===== src/rtl/aes_stream_driver.sv =====
// aes_stream_driver: valid/ready host wrapper around a fixed-latency aes_128 core
//   in_valid/in_ready/in_pt/in_key : plaintext+key intake, credit limited
//   core_state/core_key/core_out   : registered core inputs, core result input
//   out_valid/out_ready/out_ct     : result FIFO head
//   busy                           : blocks in flight or buffered
//   AES_DRV_TAG_EN adds in_tag/out_tag carried alongside each block
module aes_stream_driver #(
  parameter int LATENCY = 20,
  parameter int FIFO_DEPTH = 32,
  parameter int TAG_W = 8
) (
  input  logic             clk,
  input  logic             rst,
  input  logic             in_valid,
  output logic             in_ready,
  input  logic [127:0]     in_pt,
  input  logic [127:0]     in_key,
`ifdef AES_DRV_TAG_EN
  input  logic [TAG_W-1:0] in_tag,
  output logic [TAG_W-1:0] out_tag,
`endif
  output logic [127:0]     core_state,
  output logic [127:0]     core_key,
  input  logic [127:0]     core_out,
  output logic             out_valid,
  input  logic             out_ready,
  output logic [127:0]     out_ct,
  output logic             busy
);
  localparam int AW = $clog2(FIFO_DEPTH);
  localparam int CW = $clog2(FIFO_DEPTH + 1);
  if (LATENCY < 2 || FIFO_DEPTH < 2 || (FIFO_DEPTH & (FIFO_DEPTH - 1)) != 0 || TAG_W < 1) begin : g_bad
    $error("aes_stream_driver: illegal parameters");
  end
  logic [127:0] state_q, key_q;
  logic [LATENCY-1:0] vld_q;
  logic [AW:0] wr_q, wr_d, rd_q, rd_d;
  logic [CW-1:0] infl_q, infl_d, cnt_q, cnt_d, occ;
  logic [127:0] ct_mem [FIFO_DEPTH];
  logic issue, push, pop, full, empty;
  assign core_state = state_q;
  assign core_key = key_q;
  assign out_valid = cnt_q != '0;
  assign busy = occ != '0;
  assign out_ct = out_valid ? ct_mem[rd_q[AW-1:0]] : '0;
  always_comb begin
    occ = infl_q + cnt_q;
    in_ready = !rst && occ < CW'(FIFO_DEPTH);
    issue = in_valid && in_ready;
    push = vld_q[LATENCY-1];
    pop = out_valid && out_ready;
    infl_d = infl_q + CW'(issue) - CW'(push);
    cnt_d = cnt_q + CW'(push) - CW'(pop);
    wr_d = wr_q + (AW+1)'(push);
    rd_d = rd_q + (AW+1)'(pop);
    full = wr_q == {~rd_q[AW], rd_q[AW-1:0]};
    empty = wr_q == rd_q;
  end
  always_ff @(posedge clk) begin
    if (rst) begin
      state_q <= '0;
      key_q <= '0;
      vld_q <= '0;
      wr_q <= '0;
      rd_q <= '0;
      infl_q <= '0;
      cnt_q <= '0;
    end else begin
      if (issue) begin
        state_q <= in_pt;
        key_q <= in_key;
      end
      vld_q <= {vld_q[LATENCY-2:0], issue};
      wr_q <= wr_d;
      rd_q <= rd_d;
      infl_q <= infl_d;
      cnt_q <= cnt_d;
    end
  end
  // storage is not reset; the cleared pointers make stale entries unreachable
  always_ff @(posedge clk) if (push) ct_mem[wr_q[AW-1:0]] <= core_out;
`ifdef AES_DRV_TAG_EN
  logic [TAG_W-1:0] tag_q [LATENCY];
  logic [TAG_W-1:0] tag_mem [FIFO_DEPTH];
  assign out_tag = out_valid ? tag_mem[rd_q[AW-1:0]] : '0;
  // tag pipe runs unqualified; only entries tracked by vld_q ever reach the FIFO
  always_ff @(posedge clk) begin
    tag_q[0] <= in_tag;
    for (int i = 1; i < LATENCY; i++) tag_q[i] <= tag_q[i-1];
    if (push) tag_mem[wr_q[AW-1:0]] <= tag_q[LATENCY-1];
  end
`endif
  a_no_overflow: assert property (@(posedge clk) disable iff (rst) !(push && full));
  a_no_underflow: assert property (@(posedge clk) disable iff (rst) !(pop && empty));
endmodule


===== config.mk =====
export PLATFORM = sky130hd
export DESIGN_NAME = aes_stream_driver
export DESIGN_NICKNAME = d
export VERILOG_FILES = /design/src/rtl/aes_stream_driver.sv
export SDC_FILE = /design/constraint.sdc
export NUM_CORES = 2
export LEC_CHECK = 0
export BUFFER_PORTS_ARGS = -buffer_cell sky130_fd_sc_hd__buf_4
export CAP_MARGIN = 20
export CORE_MARGIN = 2
export CORE_UTILIZATION = 55
export DETAILED_ROUTE_END_ITERATION = 7
export GPL_TIMING_DRIVEN = 0
export PLACE_DENSITY = 0.75
export SLEW_MARGIN = 25
export SYNTH_ARGS = -nofsm -noshare
export SYNTH_HDL_FRONTEND = slang
export SYNTH_SLANG_ARGS = --single-unit

===== constraint.sdc =====
create_clock -name clk -period 6.5 [get_ports clk]
set_clock_uncertainty 0.05 [all_clocks]
set_input_delay 0 -clock clk [delete_from_list [all_inputs] [get_ports clk]]
set_output_delay 0 -clock clk [all_outputs]
set_load 0.03 [all_outputs]

==> results.md <==
- Status: finished clean
- Reg2reg end: cnt_q[5]$_SDFF_PP0_
- DIE WIDTH: 555 um
- Clk buf depth: 4
- DR WL/cell: 35.7 um
- First-pass GRT wire length: 723000 um
- Pwr/cell area: 347 nW/um^2
- Hold Worst Slack: 0.0209 ns
- Initial antenna violation count: 52
- Hold Violations, Final: 0
- Clock Latency Late Sink: 0.96 ns
- Synth Cell Area: 167000 sq um
- CP Launch Type: flop
- P&R area growth vs syn: 23.7%
- HP Start: core_out[118]
- Critical Path RT: 7.35 ns
- Arr. time, crit path: 6.25 ns
- Sequential fraction of the synthesis area: 77.4%
- Routed via count: 95869
- Critical path type: reg -> reg
- Die ar.: 308000 sq um
- Residual DRC count: 0
- Yosys reg bits: 4394
- I/O Pins: 775
- Crit share post-route: 83.0%
- P_leak: 68.7 nW
- Post-detail-place hpwl: 342000 um
- CTS root buffer: clkbuf_16
- Post-Place Cells: 13009
- NumNets Final: 10642
- Hold Path Class: in -> reg
- First DRT Iteration DRCs: 13743
- GP Congestion: 0.888
- Vias in the first global route: 96745
- EDFF count, synth: 4096
- Largest net degree at the start of global routing: 33
- Mapped Cells: 7963
- Post-route ant nets: 0
- Fmax: 0.185 GHz
- R2R depth: 15
- Worst-path fanout max: 10
- # resized after CTS: 0
- Die H: 555 um
- Post-Route WL: 521000 um
- CTS sink cnt: 4394
- Final setup vio count: 0
- Cell variety after synth: 44
- Gr ovfl total: 0
- Hold Buf Count CTS: 769
- Drt pass-1 iters: 6
- Row cnt: 202
- Max IR drop VDD: 404 uV
- Final Non-Filler Cells: 14595
- H-tree levels: 5
- Vias per inst: 6.57
- Yosys warning total: 0
- Post-Synthesis Net Count: 8377
- Tot Pwr: 0.0716 W
- Ys flop type: edfxtp_1
- Setup Buffers After CTS: 0
- FF-to-FF Start: cnt_q[4]$_SDFF_PP0_
- Maxcap violations: 0
- GR Util All Layers: 33.6%
- Reg2Reg Setup Slack: 1.11 ns
- Max Slew Vio Count: 0
- Ys async rst share: 0%
- Syn_area_per_cell: 20.9 sq um
- Worst Hold Depth: 2
- Normalized max-slew margin: 22.8%
- Hold endpoint: ct_mem[10][118]$_DFFE_PP_
- CTS tree: yes
- CP Capture Type: flop
- Initial core utilization: 55.1%
- RSZ-0062 raised after global routing: false
- Least-Margin Pin Slew: 1.16 ns
- Layout cells sized above 1: 26.9%
- TritonCTS Buffers: 425
- Crit path time final: 5.39 ns
- Core Box Area: 302000 sq um
- Port Buffers: 774
- Setup TNS: 0 ns
- Clock transition at the registers of the reported paths: 0.06 ns
[cell families after synthesis]
kind of cell               Yosys count  share of synthesized area (%)
muxes                             1567                           15.7
adders and majority gates           26                          0.209
AOI/OAI and AO/OA                  725                           3.08
buffers and inverters              500                           1.30
DFF                               4394                           77.4
xor gates and xnor gates            18                         0.0946
and+or+nand+nor                    733                           2.30
[layout make-up]
type | count | area, sq um
Inverter | 27 | 101
Clock inverter | 270 | 2600
Timing Repair Buffer | 1838 | 20500
Sequential cell | 4394 | 129000
Fill cell | 18166 | 96100
Antenna cell | 37 | 92.6
Clock buffer | 509 | 11100
Tap cell | 3978 | 4980
Multi-Input combinational cell | 3069 | 35800
Buffer | 473 | 2120
[synth_stat cells, types with 4 or more instances]
library cell  instances  share of area [%]
edfxtp_1           4096                 74
mux4_2              805                 11
mux2i_1             490                2.9
dfxtp_1             298                3.6
nor2b_1             288                1.1
clkbuf_1            245               0.55
a22oi_1             241                1.1
nand2_1             232               0.52
mux2_1              220                1.5
buf_2               163               0.49
a21oi_1             119               0.36
and3_1              108               0.41
a211oi_1            106               0.48
o221ai_1            106               0.56
o22ai_1             106               0.40
nor2_1               73               0.16
mux2_2               52               0.35
buf_1                46               0.10
inv_1                27              0.061
ha_1                 23               0.17
a31oi_1              18              0.068
buf_4                17              0.077
o211ai_1             15              0.068
xor2_1               12              0.063
nand3_1               8              0.024
a311oi_1              6              0.032
nand3b_1              6              0.027
xnor2_1               6              0.032
a21o_1                4              0.018
and2_1                4              0.015
[how the worst max path moves through the flow]
stage | slack, ns | start | end | cells after the start
3_5_place_dp | 1.47 | cnt_q[2]$_SDFF_PP0_ | cnt_q[5]$_SDFF_PP0_ | 15
3_3_place_gp | -8.88 | wr_q[3]$_SDFF_PP0_ | ct_mem[11][63]$_DFFE_PP_ | 3
4_1_cts | 1.03 | rd_q[0]$_SDFF_PP0_ | out_ct[102] | 11
6_report | 1.11 | cnt_q[4]$_SDFF_PP0_ | cnt_q[5]$_SDFF_PP0_ | 15
5_1_grt | 1.17 | cnt_q[4]$_SDFF_PP0_ | cnt_q[4]$_SDFF_PP0_ | 17
2_1_floorplan | -0.55 | wr_q[3]$_SDFF_PP0_ | ct_mem[10][0]$_DFFE_PP_ | 3
[state kept, by name, indices dropped and copies added, names as in the netlist]
signal and cells:
ct_mem 4096, core_key 128, core_state 128, vld_q 20, cnt_q 6, infl_q 6
rd_q 5, wr_q 5
[critical path, cell delays in order (launching register included)]
cell       delay (ns)
dfxtp_1          0.35
inv_1            0.07
ha_1             0.22
nand4bb_1        0.38
clkbuf_2         0.52
clkbuf_1         0.87
clkbuf_2         0.69
and2_1           0.52
ha_1             0.28
inv_1            0.05
ha_1             0.26
a21o_1           0.18
a21oi_1          0.23
o21bai_1         0.12
or4_1            0.41
nand3_1          0.10
[stage by stage]
step                utilization, %  setup WS (ns)  area (sq um)
floorplan                        -         -0.546        167000
global placement              58.7          -8.88        177000
detailed placement            61.2           1.47        185000
CTS                           68.3           1.03        206000
global route                  68.2           1.17        206000
finish                        68.2           1.11        206000
[routing by layer]
layer	routed length [um]	track usage, %	share of wire (%)
met1	168000	40.7	32
met2	252000	54.8	48
met3	62600	7.98	12
met4	37900	20.6	7.3
met5	209	0	0.040
[cell usage in the layout (no fill, tap or decap), types with 32 or more instances in the layout]
master         count
a211oi_1         106
a21oi_1          119
a22oi_1          241
and3_1           108
buf_1             44
buf_12           118
buf_16           176
buf_2            216
buf_4            792
bufinv_16         33
clkbuf_1         276
clkbuf_16        426
clkbuf_2          44
clkinv_1         108
clkinv_2          82
dfxtp_1          298
diode_2           37
dlygate4sd3_1    714
edfxtp_1        4096
mux2_1           220
mux2_2            52
mux2i_1          489
mux4_2           805
nand2_1          232
nor2_1            41
nor2_4            32
nor2b_1          288
o221ai_1         106
o22ai_1          106
[power breakdown]
part	leakage, nW	internal [W]	switching [W]
registers	39.2	0.0314	0.000349
clock network	6.65	0.0135	0.0109
logic	22.8	0.00626	0.00925
total	68.7	0.0511	0.0205
(Power assumes the default switching activity.)
